--- config.mk ---
export PLATFORM = sky130hd
export DESIGN_NAME = triangle_edge_fetcher
export DESIGN_NICKNAME = d
export VERILOG_FILES = /design/src/rtl/triangle_edge_fetcher.sv
export SDC_FILE = /design/constraint.sdc
export NUM_CORES = 1
export LEC_CHECK = 0
export ABC_AREA = 1
export CORE_MARGIN = 2
export CORE_UTILIZATION = 51
export CTS_CLUSTER_DIAMETER = 120
export DETAILED_ROUTE_END_ITERATION = 16
export GPL_TIMING_DRIVEN = 1
export PLACE_DENSITY = 0.84
export SETUP_SLACK_MARGIN = 0.4
export SKIP_LAST_GASP = 1
export SLEW_MARGIN = 5
export SYNTH_ARGS = -nofsm -noshare
export SYNTH_HDL_FRONTEND = slang
export SYNTH_SLANG_ARGS = --single-unit
--- constraint.sdc ---
create_clock -name Clk -period 2.14 [get_ports Clk]
set_clock_uncertainty 0.15 [all_clocks]
set_input_delay 0.535 -clock Clk [delete_from_list [all_inputs] [get_ports Clk]]
set_output_delay 0.535 -clock Clk [all_outputs]
set_load 0.005 [all_outputs]
--- src/rtl/triangle_edge_fetcher.sv ---
// Pops projected triangles from the triangle FIFO and streams their three edges to the line rasterizer.
// Build option CULL_DEGENERATE_EN: drop zero-area triangles in a one-cycle CULL state and count them.
module triangle_edge_fetcher #(
  parameter int FIFO_RD_LAT = 1,
  parameter int CNT_W       = 8
) (
  input  logic                   Clk,
  input  logic                   Reset_n,
  input  logic                   draw_start,
  input  logic                   fifo_empty,
  input  logic [2:0][1:0][9:0]   triangle_in,
  output logic                   fifo_r,
  output logic                   edge_valid,
  input  logic                   edge_ready,
  output logic [9:0]             edge_x0,
  output logic [9:0]             edge_y0,
  output logic [9:0]             edge_x1,
  output logic [9:0]             edge_y1,
  output logic                   busy,
  output logic                   draw_done,
  output logic [CNT_W-1:0]       tri_count
`ifdef CULL_DEGENERATE_EN
  ,
  output logic [CNT_W-1:0]       cull_count
`endif
);

`ifdef CULL_DEGENERATE_EN
  typedef enum logic [3:0] {IDLE, CHECK, POP, WAIT, E0, E1, E2, DONE, CULL} state_t;
`else
  typedef enum logic [2:0] {IDLE, CHECK, POP, WAIT, E0, E1, E2, DONE} state_t;
`endif

  state_t                 state, state_nxt;
  logic [2:0][1:0][9:0]   vtx;
  logic                   latch, edge_ld, accept;
  logic [39:0]            e_nxt;

  function automatic logic [39:0] seg(input logic [1:0][9:0] a, input logic [1:0][9:0] b);
    return {a[0], a[1], b[0], b[1]};
  endfunction

`ifdef CULL_DEGENERATE_EN
  logic signed [10:0] dx1, dy1, dx2, dy2;
  logic signed [21:0] p0, p1, cross;
  logic               degen;

  always_comb begin
    dx1   = $signed({1'b0, vtx[1][0]}) - $signed({1'b0, vtx[0][0]});
    dy1   = $signed({1'b0, vtx[1][1]}) - $signed({1'b0, vtx[0][1]});
    dx2   = $signed({1'b0, vtx[2][0]}) - $signed({1'b0, vtx[0][0]});
    dy2   = $signed({1'b0, vtx[2][1]}) - $signed({1'b0, vtx[0][1]});
    p0    = 22'(dx1) * 22'(dy2);
    p1    = 22'(dx2) * 22'(dy1);
    // |p0 - p1| <= 2*1023^2, which still fits the 22-bit signed range
    cross = p0 - p1;
    degen = (cross == 22'sd0);
  end
`endif

  // Reset gates the strobes so nothing is popped or handed off during the reset cycle itself.
  assign fifo_r     = (state == POP) && Reset_n;
  assign edge_valid = ((state == E0) || (state == E1) || (state == E2)) && Reset_n;
  assign busy       = (state != IDLE) && (state != DONE);
  assign draw_done  = (state == DONE);
  assign accept     = edge_valid && edge_ready;

  always_comb begin
    state_nxt = state;
    latch     = 1'b0;
    edge_ld   = 1'b0;
    e_nxt     = '0;
    case (state)
      IDLE:  if (draw_start) state_nxt = CHECK;
      CHECK: state_nxt = fifo_empty ? DONE : POP;
      POP: begin
        if (FIFO_RD_LAT == 0) latch = 1'b1;
        else                  state_nxt = WAIT;
      end
      WAIT:  latch = 1'b1;
      E0: if (accept) begin
        state_nxt = E1;
        edge_ld   = 1'b1;
        e_nxt     = seg(vtx[1], vtx[2]);
      end
      E1: if (accept) begin
        state_nxt = E2;
        edge_ld   = 1'b1;
        e_nxt     = seg(vtx[2], vtx[0]);
      end
      E2:    if (accept) state_nxt = CHECK;
      DONE:  state_nxt = IDLE;
`ifdef CULL_DEGENERATE_EN
      CULL: begin
        if (degen) state_nxt = CHECK;
        else begin
          state_nxt = E0;
          edge_ld   = 1'b1;
          e_nxt     = seg(vtx[0], vtx[1]);
        end
      end
`endif
      default: state_nxt = IDLE;
    endcase
    if (latch) begin
`ifdef CULL_DEGENERATE_EN
      state_nxt = CULL;
`else
      // First edge comes straight from the FIFO head so E0 is valid the cycle after the latch.
      state_nxt = E0;
      edge_ld   = 1'b1;
      e_nxt     = seg(triangle_in[0], triangle_in[1]);
`endif
    end
  end

  always_ff @(posedge Clk) begin
    if (!Reset_n) begin
      state     <= IDLE;
      vtx       <= '0;
      edge_x0   <= '0;
      edge_y0   <= '0;
      edge_x1   <= '0;
      edge_y1   <= '0;
      tri_count <= '0;
    end else begin
      state <= state_nxt;
      if (latch)   vtx <= triangle_in;
      if (edge_ld) {edge_x0, edge_y0, edge_x1, edge_y1} <= e_nxt;
      if (state == IDLE && draw_start)             tri_count <= '0;
      else if (state == POP && tri_count != '1)    tri_count <= tri_count + 1'b1;
    end
  end

`ifdef CULL_DEGENERATE_EN
  always_ff @(posedge Clk) begin
    if (!Reset_n)                                          cull_count <= '0;
    else if (state == IDLE && draw_start)                  cull_count <= '0;
    else if (state == CULL && degen && cull_count != '1)   cull_count <= cull_count + 1'b1;
  end
`endif

endmodule

# Word level (Yosys, flattened, before mapping)
# Cells that the tools add are included.
[op_classes]
n_addsub = 1
n_eq_ne = 17
mux = 15
bitwise = 1
reduce_logical = 17
[ops]
columns = ["cell", "n"]
rows = [
  ["2-to-1 mux 40 bit", 3],
  ["case mux 40 bit (2 select lines)", 1],
  ["case mux 3 bit (7 select lines)", 1],
  ["2-to-1 mux 3 bit", 6],
  ["!= test 3 bit, second input constant", 5],
  ["equality test 3 bit, second input constant", 4],
  ["AND reduction 5 bit", 2],
  ["adder 8 x 1 -> 8 bit, second input constant", 1],
  ["!= test 2 bit, second input constant", 4],
  ["!= test 8 bit, second input constant", 1],
  ["nonzero test 8 bit", 1],
  ["nonzero test 7 bit", 1],
  ["equality test 3 x 2 -> 1 bit, second input constant", 2],
  ["logical AND 1 bit", 6],
  ["OR reduction 2 bit", 3],
  ["2-to-1 mux 1 bit", 4],
  ["equality test 3 x 1 -> 1 bit, second input constant", 1],
  ["logical NOT 3 bit", 1],
  ["nonzero test 3 bit", 1],
  ["logical OR 1 bit", 2],
  ["inverter 1 bit", 1],
]
[word_totals]
register_bits = 111
input_bits = 65
output_inout_bits = 52
elab_cells = 64

# Longest topological paths before layout
[depth]
word_depth = 8
ltp_mapped = 11
ltp_nobuf = 8

# Worst setup path before layout
# Ideal clock, no wire load.
[synth_timing]
kind = "input to output"
from = "input Reset_n"
to = "output edge_valid"
arrival_time_ns = 1.016
required_time_ns = 1.455
setup_slack_ns = 0.439
stages = 3
n_path_buf = 1
cell_sequence = "clkinv_1 nor2_1 buf_2"
[synth_via]
elab_chain_len = 1
[synth_lines]
columns = ["element", "line", "rtl"]
rows = [
  ["start, declared", "8", "input logic Reset_n,"],
  ["logical AND 1 bit", "63", "assign edge_valid = ((state == E0) || (state == E1) || (state == E2)) && Reset_n;"],
  ["end, declared", "13", "output logic edge_valid,"],
]
# Every way passes these cells.

# Worst setup path after layout
[layout_timing]
from = "register state[2]"
to = "register edge_x1[1]"
[layout_via]
elab_chain_len = 8
word_cells_on_any_way = 17
cone_classes = "4 x eq/ne; 8 x mux; 5 x reduce/logical"
[layout_lines]
columns = ["element", "line", "rtl"]
rows = [
  ["start, declared", "34", "state_t state, state_nxt;"],
  ["start signal, assigned", "127", "state <= state_nxt;"],
  ["equality test 3 bit", "63, 73", ""],
  ["logical OR 1 bit (2 in series)", "63", ""],
  ["logical AND 1 bit", "63", ""],
  ["logical AND 1 bit", "66", "assign accept = edge_valid && edge_ready;"],
  ["2-to-1 mux 40 bit, or another cell as far along", "86", "E1: if (accept) begin"],
  ["case mux 40 bit (2 select lines) or 2-to-1 mux 1 bit (tied branches)", "-", ""],
  ["2-to-1 mux 40 bit or 2-to-1 mux 1 bit (tied branches)", "105", "if (latch) begin"],
  ["end signal, assigned", "129", "if (edge_ld) {edge_x0, edge_y0, edge_x1, edge_y1} <= e_nxt;"],
  ["end, declared", "17", "output logic [9:0] edge_x1,"],
]
# Several ways; a longest one is shown, not always the timed one.
# A chain may end at the register's enable or synchronous reset.

==> impl_metrics.py <==
metrics = {
    "logic_synthesis": {
        "synth_nets": 835,
        "synth_top_cell_area_share_pct": 41.9,
        "synth_edf_count": 0,
        "yosysWarningCount": 0,
        "synth_area_um2": 5310,
        "synthArstFlopShare_pct": 0,
        "synthTopCellsByCount": "nand2_1, dfxtp_1, inv_1, o21ai_0, a21oi_1",
        "postSynthAreaPerCell_um2": 6.91,
        "yosysMostFrequentCell": "nand2_1",
        "yosys.area.top_type": "dfxtp_1",
        "synth.distinct_cells": 28,
        "ys_seq_area_share_pct": 41.9,
        "dominantRegCellSynth": "dfxtp_1",
        "synth_area_leaders": "dfxtp_1, nand2_1, o21ai_0",
        "ys_ff_latch": 111,
        "synthCells": 768,
    },
    "floorplanning": {
        "die_h_um": 106,
        "core_um2": 10200,
        "ioPinCount": 117,
        "die_area_um2": 11200,
        "start_util_pct": 51.9,
        "rows": 37,
        "fp.dieW_um": 106,
    },
    "outcome": {
        "status": "finished clean",
    },
    "grt": {
        "antenna_found_initial": 0,
        "first_global_vias": 5023,
        "grt_pass1_wl_mm": 25.1,
        "grt_max_degree": 53,
        "grt_remaining_overflow": 0,
        "grt_usage_pct": 27.8,
    },
    "clock_tree": {
        "ctsHoldBuffers": 0,
        "cts_tree": "yes",
        "cts_sinks": 111,
        "clkTransAtPathRegs_ps": 110,
        "numCtsBuffers": 9,
        "root_buffer": "clkbuf_8",
        "clock_latency_ps": 380,
        "cts_max_level": 3,
        "cts_buffer_depth": 2,
    },
    "power_and_ir_drop": {
        "sequentialPowerShare_pct": 40.2,
        "p_int_w": 0.00397,
        "power_density_nw_per_um2": 869,
        "total_leakage_power_nw": 3.32,
        "p_sw_share_pct": 38.2,
        "finalPower_w": 0.00642,
        "power_frac_clock_pct": 21.0,
        "ir_drop_mv": 0.476,
        "power_frac_comb_pct": 38.8,
        "power_switching_w": 0.00246,
    },
    "worst_setup_path": {
        "crit_fanout": 8,
        "arrival_ps": 2070,
        "required_ps": 2320,
        "endpoint_kind": "flop",
        "crit_path_start_kind": "flop",
        "critical_path_class": "reg -> reg",
    },
    "sta": {
        "maxSlewHeadroom_pct": 64.8,
        "rsz0062_at_grt": "yes",
        "worst_pin_slew_ps": 527,
        "drv_slew": 0,
        "post-route-period-util_pct": 88.5,
        "tns_ps": 0,
        "period_needed_ps": 1890,
        "hold_violations": 0,
        "setup_viol": 0,
        "clock.fmax_ghz": 0.528,
    },
    "detailed_routing": {
        "finalWirelength_mm": 18.2,
        "first_pass_iters": 8,
        "initialDrtViolationCount": 617,
        "via_per_inst": 5.65,
        "antenna_left": 0,
        "wl_per_cell_um": 17.4,
        "drc": 0,
        "vias": 5883,
    },
    "finish": {
        "final.fill_count": 749,
        "final_nets": 967,
        "fin_cells": 1042,
        "syn_to_final_growth_pct": 39.3,
        "drive_gt1_share_pct": 22.8,
        "final_util_pct": 72.3,
    },
    "placed_design": {
        "port_buffers": 116,
        "post-dp-hpwl_mm": 10.3,
        "placed_cells": 1005,
        "finalWeightedCongestion": 0.821,
    },
    "hold_path": {
        "hold_class": "reg -> reg",
    },
    "flow_run": {
        "drv_cap": 0,
    },
}
==> area by class of cell <==
| type | instances | area (um^2) | area share, % |
|---|---|---|---|
| diodes | 1 | 2.50 | 0.0338 |
| clock buffers | 9 | 124 | 1.68 |
| flip-flops and latches | 111 | 2290 | 31.0 |
| well taps | 136 | 170 | 2.30 |
| multi-input cells | 490 | 2620 | 35.4 |
| inverters | 117 | 448 | 6.06 |
| clock inverters | 7 | 81.3 | 1.10 |
| repair buffers | 171 | 1660 | 22.4 |
==> per-stage QoR <==
stage          setup WS [ps]  cell area, um^2  hold WS [ps]
5_1_grt                  184             7390           345
3_5_place_dp           -76.2             6630           295
4_1_cts                  173             6940           320
2_1_floorplan            439             5310           279
6_report                 246             7390           321
3_3_place_gp           -52.0             6630           288
==> layout by cell type, fill, tap and decap left out, drive strengths merged <==
master         Yosys  layout
o21bai             1       1
clkinv             5       8
bufinv             0       1
xnor2              1       1
nor3b              1       1
o211ai             1       1
nand4             23      23
nand3             50      51
fa                 1       1
clkinvlp           0       2
clkdlybuf4s50      0      62
inv              112     113
diode              0       1
ha                 1       1
xor2               1       1
dfxtp            111     111
nand2            156     156
clkbuf            26      13
nor2              61      61
buf               25      56
dlygate4sd2        0      48
a21oi             88      88
clkdlybuf4s15      0       1
o21ai            104     104
==> worst paths after layout <==
kind	from	endpoint	slack [ps]	cells past startpoint
worst max-delay path	state[2]	edge_x1[1]	250	12
worst min-delay path	vtx[11]	vtx[11]	320	2
worst max register to register	state[2]	edge_x1[1]	250	12
worst min register to register	vtx[11]	vtx[11]	320	2
==> flip-flops by register name, indices dropped and copies added (netlist names) <==
name and flops:
edge_x0 10, edge_y0 10, edge_y1 10, vtx 60, edge_x1 10, state 3, tri_count 8
==> per-layer routing <==
layer,global-route usage (%),vias to the layer above,part of all wire [%]
met5,0,-,0
met4,10.9,0,4.6
met3,3.56,86,9.7
met2,44.7,372,47
met1,37.9,2710,39
li1,-,2715,-
==> worst max-delay path: stages, from the launching register on <==
cell and delay, ps:
dfxtp_4 400, inv_4 40, buf_6 120, buf_6 110
nor2_4 140, buf_4 140, nand2_2 60, nor2_4 180
clkbuf_16 200, nand2_1 60, nand3_1 100, nand2_1 80
inv_1 60
==> what timing repair did <==
item                                   CTS  global route
cloned                                   0             7
gates resized for setup                125            78
pin swaps                                4            16
endpoints found under the hold margin    0             0
setup endpoints to repair              107            76
buffers inserted                        10             3
==> power by group through the flow <==
stage / combinational, W / clock (W) / sequential [W]
floorplan: 0.00124 / 0 / 0.00256
global placement: 0.00208 / 0 / 0.00257
detailed placement: 0.00211 / 0 / 0.00257
CTS: 0.00211 / 0.00133 / 0.00255
global route: 0.00269 / 0.00140 / 0.00261
finish: 0.00249 / 0.00135 / 0.00258
==> cells by family after synthesis <==
family	Yosys count	synth area share, %
simple gates	291	23.5
compound gates	194	19.8
buf+inv	168	13.9
flops	111	41.9
xor+xnor	2	0.330
fa+ha+maj	2	0.613
Power figures use the tool's default switching activity.
